<file path="src/rtl/serial_sort_ctrl.sv">
// serial_sort_ctrl: loads a DEPTH-word frame, bubble-sorts it in place with
// one shared comparator, then drains it. Define SERIAL_SORT_DESCEND_EN for descending order.
module serial_sort_ctrl #(
  parameter int WIDTH = 8,
  parameter int DEPTH = 8
) (
  input  logic             clk,
  input  logic             rst,
  input  logic             in_valid,
  output logic             in_ready,
  input  logic [WIDTH-1:0] in_data,
  output logic             out_valid,
  input  logic             out_ready,
  output logic [WIDTH-1:0] out_data,
  output logic             out_last,
  output logic             busy
);

  localparam int IW = $clog2(DEPTH);

  typedef enum logic [1:0] {
    LOAD,
    SORT,
    OUT
  } state_t;

  state_t state;

  logic [WIDTH-1:0] mem [DEPTH];
  logic [IW-1:0] wr_idx;
  logic [IW-1:0] rd_idx;
  logic [IW-1:0] cmp_idx;
  logic [IW-1:0] nxt_idx;
  logic [IW-1:0] pass;
  logic [IW-1:0] last_idx;
  logic swapped;
  logic ready_q;
  logic busy_q;
  logic valid_q;

  logic [WIDTH-1:0] lo_w;
  logic [WIDTH-1:0] hi_w;
  logic swap_now;
  logic pass_end;
  logic done;
  logic in_fire;
  logic out_fire;

  assign nxt_idx  = cmp_idx + 1'b1;
  assign last_idx = IW'(DEPTH - 2) - pass;
  assign lo_w     = mem[cmp_idx];
  assign hi_w     = mem[nxt_idx];

`ifdef SERIAL_SORT_DESCEND_EN
  assign swap_now = (state == SORT) && !rst && (lo_w < hi_w);
`else
  assign swap_now = (state == SORT) && !rst && (lo_w > hi_w);
`endif

  assign pass_end = (cmp_idx == last_idx);
  assign done     = !(swapped || swap_now)
                    || (pass == IW'(DEPTH - 2));

  // Outputs are registered flags, forced low while reset is held.
  assign in_ready  = ready_q & ~rst;
  assign busy      = busy_q & ~rst;
  assign out_valid = valid_q & ~rst;
  assign out_data  = out_valid ? mem[rd_idx] : '0;
  assign out_last  = out_valid && (rd_idx == IW'(DEPTH - 1));

  assign in_fire  = in_valid & in_ready;
  assign out_fire = out_valid & out_ready;

  // Frame sequencing: load, bubble-sort passes with early exit, drain.
  always_ff @(posedge clk) begin
    if (rst) begin
      state   <= LOAD;
      wr_idx  <= '0;
      rd_idx  <= '0;
      pass    <= '0;
      cmp_idx <= '0;
      swapped <= 1'b0;
      ready_q <= 1'b1;
      busy_q  <= 1'b0;
      valid_q <= 1'b0;
    end else begin
      unique case (state)
        LOAD: begin
          if (in_fire) begin
            wr_idx <= wr_idx + 1'b1;
            if (wr_idx == IW'(DEPTH - 1)) begin
              state   <= SORT;
              cmp_idx <= '0;
              pass    <= '0;
              swapped <= 1'b0;
              ready_q <= 1'b0;
              busy_q  <= 1'b1;
            end
          end
        end
        SORT: begin
          if (pass_end) begin
            if (done) begin
              state   <= OUT;
              rd_idx  <= '0;
              busy_q  <= 1'b0;
              valid_q <= 1'b1;
            end else begin
              pass    <= pass + 1'b1;
              cmp_idx <= '0;
              swapped <= 1'b0;
            end
          end else begin
            cmp_idx <= nxt_idx;
            swapped <= swapped | swap_now;
          end
        end
        OUT: begin
          if (out_fire) begin
            if (rd_idx == IW'(DEPTH - 1)) begin
              state   <= LOAD;
              wr_idx  <= '0;
              rd_idx  <= '0;
              valid_q <= 1'b0;
              ready_q <= 1'b1;
            end else begin
              rd_idx <= rd_idx + 1'b1;
            end
          end
        end
        default: state <= LOAD;
      endcase
    end
  end

  // Register file: written by the input stream or by a compare-and-swap.
  always_ff @(posedge clk) begin
    if (in_fire) begin
      mem[wr_idx] <= in_data;
    end else if (swap_now) begin
      mem[cmp_idx] <= hi_w;
      mem[nxt_idx] <= lo_w;
    end
  end

endmodule
</file>
<file path="config.mk">
export PLATFORM = sky130hd
export DESIGN_NAME = serial_sort_ctrl
export DESIGN_NICKNAME = d
export VERILOG_FILES = /design/src/rtl/serial_sort_ctrl.sv
export SDC_FILE = /design/constraint.sdc
export NUM_CORES = 1
export LEC_CHECK = 0
export ABC_CLOCK_PERIOD_IN_PS = 4500
export BUFFER_PORTS_ARGS = -buffer_cell sky130_fd_sc_hd__buf_2
export CAP_MARGIN = 20
export CORE_UTILIZATION = 57
export CTS_CLUSTER_SIZE = 25
export DETAILED_ROUTE_END_ITERATION = 10
export PLACE_DENSITY = 0.85
export SLEW_MARGIN = 20
export SYNTH_ARGS = -nofsm -noshare
export SYNTH_HDL_FRONTEND = slang
export SYNTH_SLANG_ARGS = --single-unit
</file>
<file path="constraint.sdc">
create_clock -name clk -period 4.5 [get_ports clk]
set_input_delay 0.225 -clock clk [delete_from_list [all_inputs] [get_ports clk]]
set_output_delay 0.225 -clock clk [all_outputs]
set_load 0.02 [all_outputs]
</file>
Word-level counts from Yosys, hierarchy flattened
Memories as Yosys holds them, arrays and structs flattened. A register that Yosys moved wholly into a read port is not among the register bits.
Index checks and enable logic that the tools add are counted.
W data, S select, Z words.
{ "classes": {"add_sub_neg": 5, "order_cmp": 1, "n_eq_ne": 14, "muxes": 55, "n_bitwise": 7, "n_reduce_logical": 20} }
{ "op_table": {"columns": ["cell", "n"], "rows": [
  ["$mux W3", 18],
  ["$pmux W3 S2", 4],
  ["$mux W1", 20],
  ["$reduce_and A5 Y1", 4],
  ["$mux W8", 2],
  ["$ne A2 B2 Y1 const B", 7],
  ["$add A3 B1 Y3 const B", 4],
  ["$mux W2", 6],
  ["$reduce_and A4 Y1", 3],
  ["$eq A3 B3 Y1 const B", 3],
  ["$gt A8 B8 Y1", 1],
  ["$pmux W1 S2", 4],
  ["$reduce_or A8 Y1", 1],
  ["$pmux W2 S3", 1],
  ["$reduce_and A6 Y1", 1],
  ["$reduce_bool A2 Y1", 3],
  ["$and A1 B1 Y1", 5],
  ["$eq A3 B3 Y1", 1],
  ["$logic_and A1 B1 Y1", 3],
  ["$ne A3 B3 Y1 const B", 1],
  ["$sub A3 B3 Y3 const A", 1],
  ["$eq A2 B1 Y1 const B", 1],
  ["$eq A2 B2 Y1 const B", 1],
  ["$logic_not A1 Y1", 2],
  ["other kinds (4)", 5]
]} }
{ "totals": {"ff_bits": 18, "ramBits": 64, "mem_count": 1} }
{ "memory_table": {"columns": ["name", "words", "word_bits", "read_ports", "rd_clocked_by_memory_dff", "wr", "line", "text"], "rows": [
  ["mem", 8, 8, 3, 2, 2, "29", "logic [WIDTH-1:0] mem [DEPTH];"]
]} }

Logic depth before layout (Yosys ltp)
An unclocked memory read counts as a cell.
{ "depth": {"word_depth": 12, "ltp_mapped": 14, "ltp_nobuf": 11} }

Worst setup path before layout
Ideal clock, no wire load.
{ "synth_path": {"path_type": "reg-to-reg", "start": "register cmp_idx[0]", "end": "memory mem[5][0], enable pin", "setup_time_ns": 0.376, "arrival_ns": 3.544, "required_time_ns": 4.124, "slack_ns": 0.580, "path_stages_with_launch": 14, "path_cell_list": "dfxtp_1 > ha_1 > clkbuf_1 > buf_2 > mux4_2 > mux2i_1 > inv_1 > ha_1 > nand4_1 > o21ai_0 > a21oi_1 > nand3_1 > clkbuf_1 > o22ai_1"} }
{ "synth_rtl": {"columns": ["item", "line", "text"], "rows": [
  ["start, declared", "32", "logic [IW-1:0] cmp_idx;"],
  ["start signal, assigned", "114", "cmp_idx <= nxt_idx;"],
  ["end, declared", "29", null]
]} }

==> impl_metrics.yaml <==
synthesis:
  synth_top_cell_by_area: "edfxtp_1"
  synth_most_common_cell: "o21ai_0"
  synth-async-reset-ratio_pct: 0
  synth_area_sq_um: 6000
  synth_edf_count: 64
  synthTopCellsByArea: "edfxtp_1 (32%), mux4_2 (18%), dfxtp_1 (8.0%)"
  synth_cells: 569
  synth.distinct_cells: 55
  yosysWarnings: 0
  synth_top_area_share_pct: 32.1
  avgSynthCellArea_sq_um: 10.5
  seq_area_frac_synth_pct: 40.1
  ys.flop_type: "edfxtp_1"
  ys_ff_latch: 88
  synth_common_cells: "o21ai_0 (83), nor2_1 (71), edfxtp_1 (64), a21oi_1 (55), mux4_2 (48)"
  synth_nets: 597
routing:
  wl_um: 17000
  ant_nets: 0
  drc: 0
  drt-initial-drc-count: 846
  first_pass_iters: 7
  viasPerCell: 7.05
  vias: 5139
  routedWlPerCell_um: 23.3
min_path:
  hold_depth: 2
  min_from: "rst"
  whs_endpoint: "wr_idx[2]"
  worstHoldPathType: "in -> reg"
sta:
  tns_ps: 0
  setup_violations: 0
  fin_crit_sh_pct: 91.6
  slew_headroom_pct: 39.6
  hold_slack_ps: 210
  period_needed_ps: 4120
  rsz0062_at_grt: "no"
  max_freq_mhz: 243
  drv_slew: 0
  hold_violations: 0
  fin_skew_ps: 4.42
  worst_pin_slew_ps: 905
worst_setup_path:
  worstPathCellList: "ha_1 -> buf_4 -> mux4_2 -> mux2i_2 -> buf_4 -> ha_1 -> a21oi_1 -> o21a_1 -> nand3_1 -> a211oi_1 -> a2bb2oi_2 -> mux2i_1"
  critPathKind: "reg -> reg"
  cp-start-kind: "flop"
  crit_arrival_ps: 4370
  required_ps: 4750
  cp_slowest_cell: "a211oi_1"
  ff2ff_setup_slack_ps: 380
  max_stage_delay_ps: 690
  worst_r2r_path_depth: 12
  cp_max_fo: 11
  rr_startpoint: "cmp_idx[1]"
  endpoint_kind: "flop"
cells_and_area:
  num_antenna_cells: 0
  final_layout_size_suffix_gt1_share_pct: 23.6
  fill_cells: 800
  syn2layout_area_growth_pct: 8.62
  nNetsFinal: 616
global_routing:
  grt_pass1_wl_um: 26400
  antenna_found_initial: 0
  grt_pass1_vias: 4847
  grt_max_degree: 29
  grt_use_total_pct: 32.0
  grt_overflow: 0
clock_network:
  clkTransAtPathRegs_ps: 90
  clock-root-buffer: "clkbuf_8"
  postCtsHoldBufs: 0
  post_cts_resized: 0
  cts_setup_buffers: 0
  clock_sinks: 88
  htree_num_levels: 3
  clock_latency_ps: 380
  cts_buffers: 9
  cts_tree: "built"
  clockBufferDepth: 2
pwr:
  leakage_nw: 2.21
  powerDensity_nw_per_um2: 234
  ir_drop_mv: 0.154
die:
  ios: 24
  die-area_sq_um: 10900
  core-area_sq_um: 10300
  die_w_um: 105
  die_h_um: 105
  num_rows: 37
  start_util_pct: 58.3
status:
  status: "finished, final reports clean"
place:
  gp_congestion: 1.02
  portBuffers: 23
  dpl.hpwl_um: 12300
job:
  cap_violations: 0
-- through the flow --
stage	instance area [sq um]	power (mW)	instances	util, %	worst slack (ps)
floorplan	6000	0.958	569	-	580
global placement	6320	0.987	713	61.5	636
detailed placement	6320	0.993	713	61.5	542
CTS	6510	1.51	729	63.3	520
global route	6510	1.56	729	63.4	218
finish	6510	1.52	729	63.4	380
-- power by group --
group,switching [mW],internal [mW]
combinational,0.0615,0.0363
clock,0.293,0.251
sequential,0.00595,0.874
total,0.361,1.16
-- state kept, by name, indices dropped and copies added, names as in the netlist, named ones only --
register  count
pass          3
busy_q        1
cmp_idx       3
wr_idx        3
rd_idx        3
swapped       1
state         2
valid_q       1
mem          64
ready_q       1
-- placed cells by master (no fill, tap or decap), types with 3 or more instances in the layout --
cell / netlist / layout
dfxtp_1: 24 / 23
buf_2: 6 / 23
o211ai_1: 4 / 4
inv_1: 8 / 8
a32o_1: 4 / 4
nor2_1: 71 / 70
o22ai_1: 6 / 6
mux2_2: 8 / 8
ha_1: 16 / 16
a31o_2: 5 / 5
clkbuf_8: 0 / 10
nor3_1: 3 / 3
nor2b_1: 5 / 5
mux2i_1: 18 / 18
buf_4: 2 / 27
o21ai_0: 83 / 83
nand2b_1: 7 / 7
mux4_2: 48 / 48
nand4_1: 3 / 3
a21oi_1: 55 / 55
edfxtp_1: 64 / 64
a22oi_1: 3 / 3
nand2_1: 43 / 43
a31oi_1: 7 / 7
mux2i_2: 5 / 5
-- final cells by class --
class                   instances  area [sq um]  share of cell area (%)
multi-input cells             430          3390                    52.1
flip-flops and latches         88          2400                    36.9
repair buffers                 50           318                    4.88
clock buffers                  13           170                    2.61
well taps                     136           170                    2.61
inverters                       9          33.8                   0.519
clock inverters                 3          22.5                   0.346
-- worst max-delay path by stage --
stage	from	endpoint	slack [ps]	cells after the start
finish	cmp_idx[1]	flop	380	12
CTS	cmp_idx[1]	flop	520	12
floorplan	cmp_idx[0]	mem[5][0]	580	13
detailed placement	cmp_idx[1]	flop	540	12
global placement	cmp_idx[1]	mem[6][6]	640	10
global route	cmp_idx[1]	flop	220	12
-- metal layers --
metal	up-vias	wire length, um	GRT usage [%]
met5	-	0	0
met4	0	645	14.1
met3	72	2440	6.67
met2	428	7630	47.3
met1	2422	6300	45.7
li1	2217	-	-
-- logic make-up after synthesis --
kind of cell | share of synthesized area (%)
buf+inv | 3.44
compound gates | 17.5
mux | 23.7
xor+xnor | 0.939
fa+ha+maj | 3.34
simple gates | 11.0
flops | 40.1
-- worst max-delay path: cells and delay by family, from the launching register on --
kind	cells	cell delay, ps
AO/OA/AOI/OAI	4	1440
flip-flops	1	550
buffers and inverters	2	390
multiplexers	3	810
adder cells (fa/ha/maj)	2	610
AND/OR/NAND/NOR	1	170
Power figures use the tool's default switching activity.
